[config.mk]
export PLATFORM = sky130hd
export DESIGN_NAME = nibble_serial_adder
export DESIGN_NICKNAME = d
export VERILOG_FILES = /design/src/rtl/nibble_serial_adder.sv
export SDC_FILE = /design/constraint.sdc
export NUM_CORES = 1
export LEC_CHECK = 0
export ABC_CLOCK_PERIOD_IN_PS = 1900
export CORE_MARGIN = 3
export CORE_UTILIZATION = 50
export DETAILED_ROUTE_END_ITERATION = 6
export HOLD_SLACK_MARGIN = 0.1
export PLACE_DENSITY_LB_ADDON = 0.08
export REMOVE_ABC_BUFFERS = 1
export SLEW_MARGIN = 25
export SYNTH_ARGS = -nofsm -noshare
export SYNTH_HDL_FRONTEND = slang
export SYNTH_SLANG_ARGS = --single-unit
[constraint.sdc]
create_clock -name clk -period 1.9 [get_ports clk]
set_input_delay 0.19 -clock clk [delete_from_list [all_inputs] [get_ports clk]]
set_output_delay 0.19 -clock clk [all_outputs]
set_load 0.01 [all_outputs]
[src/rtl/nibble_serial_adder.sv]
// nibble_serial_adder
//   Multi-cycle WIDTH-bit adder built around a single 4-bit carry-lookahead
//   slice. One nibble is added per clock, least significant first, with the
//   inter-nibble carry held in a register.
//
//   Ports
//     clk        rising-edge clock
//     reset      asynchronous, active-high reset
//     in_valid   operands and carry_in are valid
//     in_ready   block can accept a new operation (IDLE)
//     left       first operand  [WIDTH-1:0]
//     right      second operand [WIDTH-1:0]
//     carry_in   carry into bit 0
//     out_valid  result registers hold a completed result (DONE)
//     out_ready  consumer accepts the result
//     sum        registered result [WIDTH-1:0]
//     carry_out  unsigned carry out of bit WIDTH-1
//     overflow   two's-complement signed overflow
//     busy       addition in progress (ADD)
//
//   state | meaning
//   ------+-------------------------------------------------------------
//   IDLE  | waiting for an operation; result registers hold last result
//   ADD   | one nibble per clock through the CLA slice, NIBBLES cycles
//   DONE  | result valid, held until out_ready

module carry_lookahead_adder_4bit (
  input  logic [3:0] a,
  input  logic [3:0] b,
  input  logic       carry_in,
  output logic [3:0] sum,
  output logic       carry_out
);

  logic [3:0] g;
  logic [3:0] p;
  logic [4:0] c;

  assign g = a & b;
  assign p = a ^ b;

  assign c[0] = carry_in;
  assign c[1] = g[0] | (p[0] & c[0]);
  assign c[2] = g[1] | (p[1] & g[0]) | (p[1] & p[0] & c[0]);
  assign c[3] = g[2] | (p[2] & g[1]) | (p[2] & p[1] & g[0])
              | (p[2] & p[1] & p[0] & c[0]);
  assign c[4] = g[3] | (p[3] & g[2]) | (p[3] & p[2] & g[1])
              | (p[3] & p[2] & p[1] & g[0])
              | (p[3] & p[2] & p[1] & p[0] & c[0]);

  assign sum       = p ^ c[3:0];
  assign carry_out = c[4];

endmodule

module nibble_serial_adder #(
  parameter int WIDTH = 16
) (
  input  logic             clk,
  input  logic             reset,
  input  logic             in_valid,
  output logic             in_ready,
  input  logic [WIDTH-1:0] left,
  input  logic [WIDTH-1:0] right,
  input  logic             carry_in,
  output logic             out_valid,
  input  logic             out_ready,
  output logic [WIDTH-1:0] sum,
  output logic             carry_out,
  output logic             overflow,
  output logic             busy
);

  localparam int NIBBLES = WIDTH / 4;
  localparam int CW      = (NIBBLES > 1) ? $clog2(NIBBLES) : 1;

  typedef enum logic [1:0] {IDLE, ADD, DONE} state_t;

  state_t           state_q;
  state_t           state_d;
  logic [CW-1:0]    cnt_q;
  logic [WIDTH-1:0] l_q;
  logic [WIDTH-1:0] r_q;
  logic             c_q;
  logic             sign_l_q;
  logic             sign_r_q;
  logic [WIDTH-1:0] sum_q;
  logic             carry_out_q;
  logic             overflow_q;

  logic [3:0]       cla_sum;
  logic             cla_co;
  logic             last_nibble;
  logic [WIDTH-1:0] sum_shift;

  carry_lookahead_adder_4bit u_cla (
    .a         (l_q[3:0]),
    .b         (r_q[3:0]),
    .carry_in  (c_q),
    .sum       (cla_sum),
    .carry_out (cla_co)
  );

  assign last_nibble = (cnt_q == CW'(NIBBLES - 1));

  // Slice result enters at the top; after NIBBLES shifts the first
  // nibble computed sits at bit 0. Written this way so WIDTH=4 needs no
  // special case.
  always_comb begin
    sum_shift = sum_q >> 4;
    sum_shift[WIDTH-1 -: 4] = cla_sum;
  end

  always_ff @(posedge clk or posedge reset) begin
    if (reset) begin
      state_q <= IDLE;
    end else begin
      state_q <= state_d;
    end
  end

  always_comb begin
    state_d   = state_q;
    in_ready  = 1'b0;
    busy      = 1'b0;
    out_valid = 1'b0;
    case (state_q)
      IDLE: begin
        in_ready = 1'b1;
        if (in_valid) state_d = ADD;
      end
      ADD: begin
        busy = 1'b1;
        if (last_nibble) state_d = DONE;
      end
      DONE: begin
        out_valid = 1'b1;
        if (out_ready) state_d = IDLE;
      end
      default: state_d = IDLE;
    endcase
  end

  always_ff @(posedge clk or posedge reset) begin
    if (reset) begin
      cnt_q       <= '0;
      l_q         <= '0;
      r_q         <= '0;
      c_q         <= 1'b0;
      sign_l_q    <= 1'b0;
      sign_r_q    <= 1'b0;
      sum_q       <= '0;
      carry_out_q <= 1'b0;
      overflow_q  <= 1'b0;
    end else begin
      case (state_q)
        IDLE: begin
          if (in_valid) begin
            l_q      <= left;
            r_q      <= right;
            c_q      <= carry_in;
            sign_l_q <= left[WIDTH-1];
            sign_r_q <= right[WIDTH-1];
            cnt_q    <= '0;
          end
        end
        ADD: begin
          sum_q <= sum_shift;
          c_q   <= cla_co;
          l_q   <= l_q >> 4;
          r_q   <= r_q >> 4;
          if (last_nibble) begin
            // cla_sum[3] is the final sum MSB on the last nibble.
            cnt_q       <= '0;
            carry_out_q <= cla_co;
            overflow_q  <= (sign_l_q == sign_r_q) && (cla_sum[3] != sign_l_q);
          end else begin
            cnt_q <= cnt_q + CW'(1);
          end
        end
        default: ;
      endcase
    end
  end

  assign sum       = sum_q;
  assign carry_out = carry_out_q;
  assign overflow  = overflow_q;

endmodule

==> flow_summary.json <==
{
  "status": "finished, final reports clean",
  "layout_commonest_cell": "nand2_1",
  "worstSkewPairLatency_ns": 0.33,
  "final_layout_size_suffix_gt1_share_pct": 7.76,
  "cts_buffer_depth": 2,
  "endpoint_kind": "register",
  "firstDrtPassIters": 4,
  "routabilityCongestion": 0.700,
  "design_area_um2": 3420,
  "powerDensity_nw_per_um2": 1580,
  "slew_headroom_pct": 73.6,
  "leakage_nw": 1.55,
  "die_w_um": 77.5,
  "syn_to_final_growth_pct": 33.9,
  "drc": 0,
  "switching_power_mw": 1.95,
  "setup_ws_ns": 0.140,
  "final_cells": 389,
  "skew_ns": 0.0127,
  "rr_worst_depth": 5,
  "rrSetupSlack_ns": 0.14,
  "htree_levels": 3,
  "min_path_type": "primary input to async pin",
  "setup-violations-final": 0,
  "cts_tree": "built",
  "cp-start-kind": "register",
  "dp.cells": 374,
  "fill_cells": 397,
  "combPwrFrac_pct": 41.8,
  "wirelength_um": 4900,
  "critPathLaunch": "l_q[0]",
  "arrival_ns": 2.02,
  "drtIter0Drc": 85,
  "finalHoldViolCount": 0,
  "fmax_mhz": 568,
  "critPathBufInv": 0,
  "num_antenna_cells": 0,
  "synth-seq-cells": 57,
  "slew_violations": 0,
  "rows": 25,
  "rsz0062_at_grt": "no",
  "p_seq_share_pct": 37.7,
  "grtUsageTotal_pct": 18.0,
  "start_util_pct": 53.0,
  "portBuffers": 57,
  "cts_made_buffers": 9,
  "die_y_um": 77.5,
  "cpMaxStageDelayCell": "or4_1",
  "tightest_slew_ns": 0.396,
  "post-route-min-period_ns": 1.76,
  "core_area_um2": 4820,
  "worst_ir_drop_vdd_mv": 0.758,
  "grt_pass1_wl_um": 8310,
  "p_sw_share_pct": 36.2,
  "final_antenna_net_count": 0,
  "vias": 1970,
  "synth_cells": 259,
  "cts_num_sinks": 57,
  "place_ws_ns": 0.141,
  "seq_area_frac_synth_pct": 55.8,
  "netlist_area_um2": 2550,
  "path_cells": "ha_1 -> a21o_1 -> and4_1 -> or4_1 -> nand3_1",
  "synth.distinct_cells": 33,
  "pin_count": 58,
  "final_cell_mix": "nand2_1 (82), dfrtp_1 (57), clkdlybuf4s50_1 (56), o21ai_0 (39), mux2i_1 (22)",
  "grt_max_degree": 63,
  "critPathMaxStageDelay_ns": 0.52,
  "final_nets": 361,
  "yosysWarnings": 0,
  "syn_avg_cell_area_um2": 9.86,
  "wl_per_cell_um": 12.6,
  "fin_crit_sh_pct": 92.7,
  "grt_antenna_before_repair": 0,
  "maxCapViolations": 0,
  "r2r_end": "overflow",
  "ctsRootBufferMaster": "clkbuf_8",
  "grt_pass1_vias": 1743,
  "die_area_um2": 6000,
  "dpl.hpwl_um": 3400,
  "grt-ovfl-total": 0,
  "clk_pin_slew_ns": 0.07,
  "vias_per_cell": 5.06,
  "worstPathRequired_ns": 2.16,
  "post_cts_buffers": 0,
  "timing.rr.start": "l_q[0]",
  "placed_cell_area_um2": 3220,
  "critPathKind": "register to register",
  "internal-power_mw": 3.44,
  "finalPower_mw": 5.39,
  "power.share.clock_pct": 20.5,
  "cp_top_family": "simple AND/OR/NAND/NOR gates",
  "post-route-util_pct": 71.0,
  "crit_path_max_fanout": 4
}
logic make-up (layout without fill, tap and decap cells):
kind of cell / after synthesis / after routing / synth area share, %
flip-flops: 57 / 57 / 55.8
AO/OA/AOI/OAI: 53 / 53 / 11.6
XOR/XNOR: 1 / 1 / 0.343
buffers and inverters: 20 / 83 / 3.48
AND/OR/NAND/NOR: 98 / 98 / 16.0
adder cells (fa/ha/maj): 6 / 6 / 3.23
multiplexers: 24 / 24 / 9.50
sequential cells by signal (all words and copies together), names as in the netlist:
signal	cells
carry_out	1
c_q	1
overflow	1
r_q	16
sign_r_q	1
sign_l_q	1
l_q	16
state_q	2
sum	16
cnt_q	2
cells in the mapped netlist:
cell      count  area (µm²)
nor2_1        6        22.5
o21bai_1      1        7.51
nor2b_1       1        6.26
mux2i_1      22         220
buf_1         1        3.75
mux2_2        2        22.5
nand2b_1      2        12.5
o31ai_1       2        15.0
nand2_1      82         308
dfrtp_1      57        1430
buf_2         2        10.0
inv_2         1        3.75
o41ai_1       1        8.76
clkbuf_1      8        30.0
o21a_1        1        7.51
xor2_1        1        8.76
fa_1          1        20.0
nor3_1        1        5.00
a21o_1        1        7.51
nand3b_4      1        20.0
ha_1          5        62.6
nand3_1       1        5.00
a21oi_1       3        15.0
and4_1        1        8.76
or4_1         1        7.51
nor3b_1       1        7.51
buf_4         3        22.5
or3_1         1        6.26
a22oi_1       1        7.51
inv_1         5        18.8
o21ai_0      39         195
a211oi_1      2        15.0
a22o_1        2        17.5
layer usage:
metal / global-route usage [%] / wire, µm / part of all wire, % / vias up
met4: 8.01 / 82 / 1.7 / 0
met5: 0 / 0 / 0 / -
li1: - / - / - / 993
met3: 7.08 / 257 / 5.2 / 7
met2: 26.0 / 2230 / 45 / 59
met1: 23.9 / 2330 / 48 / 911
power groups by stage:
stage	sequential (mW)	combinational, mW	clock [mW]
after floorplan	2.06	1.35	0
after global placement	2.04	2.23	0
after detailed placement	2.06	2.29	0
after CTS	2.03	2.30	1.14
after global routing	2.10	2.55	1.20
final	2.03	2.25	1.11
worst max-delay path by stage:
stage	endpoint	cells after the start
5_1_grt	overflow	5
4_1_cts	busy	3
3_3_place_gp	overflow	5
2_1_floorplan	c_q	4
3_5_place_dp	overflow	5
6_report	overflow	5
final cells by class:
cell class,count,area [µm²],share of cell area (%)
tap,67,83.8,2.45
timing repair buffer,62,648,18.9
clock inverter,3,40.0,1.17
multi-input combinational,182,1040,30.5
sequential,57,1430,41.7
inverter,6,22.5,0.658
clock buffer,12,155,4.54
stage by stage:
step	hold slack, ns	setup TNS [ns]
floorplan	0.298	-103.25
global placement	0.456	0
detailed placement	0.461	0
CTS	0.161	0
global route	0.184	0
finish	0.162	0
timing repair:
item                                    in CTS  in global routing
gates resized for setup                      0                  1
endpoints found under the setup margin       0                  1
hold buffers                                 0                  0
(Power assumes the default switching activity.)
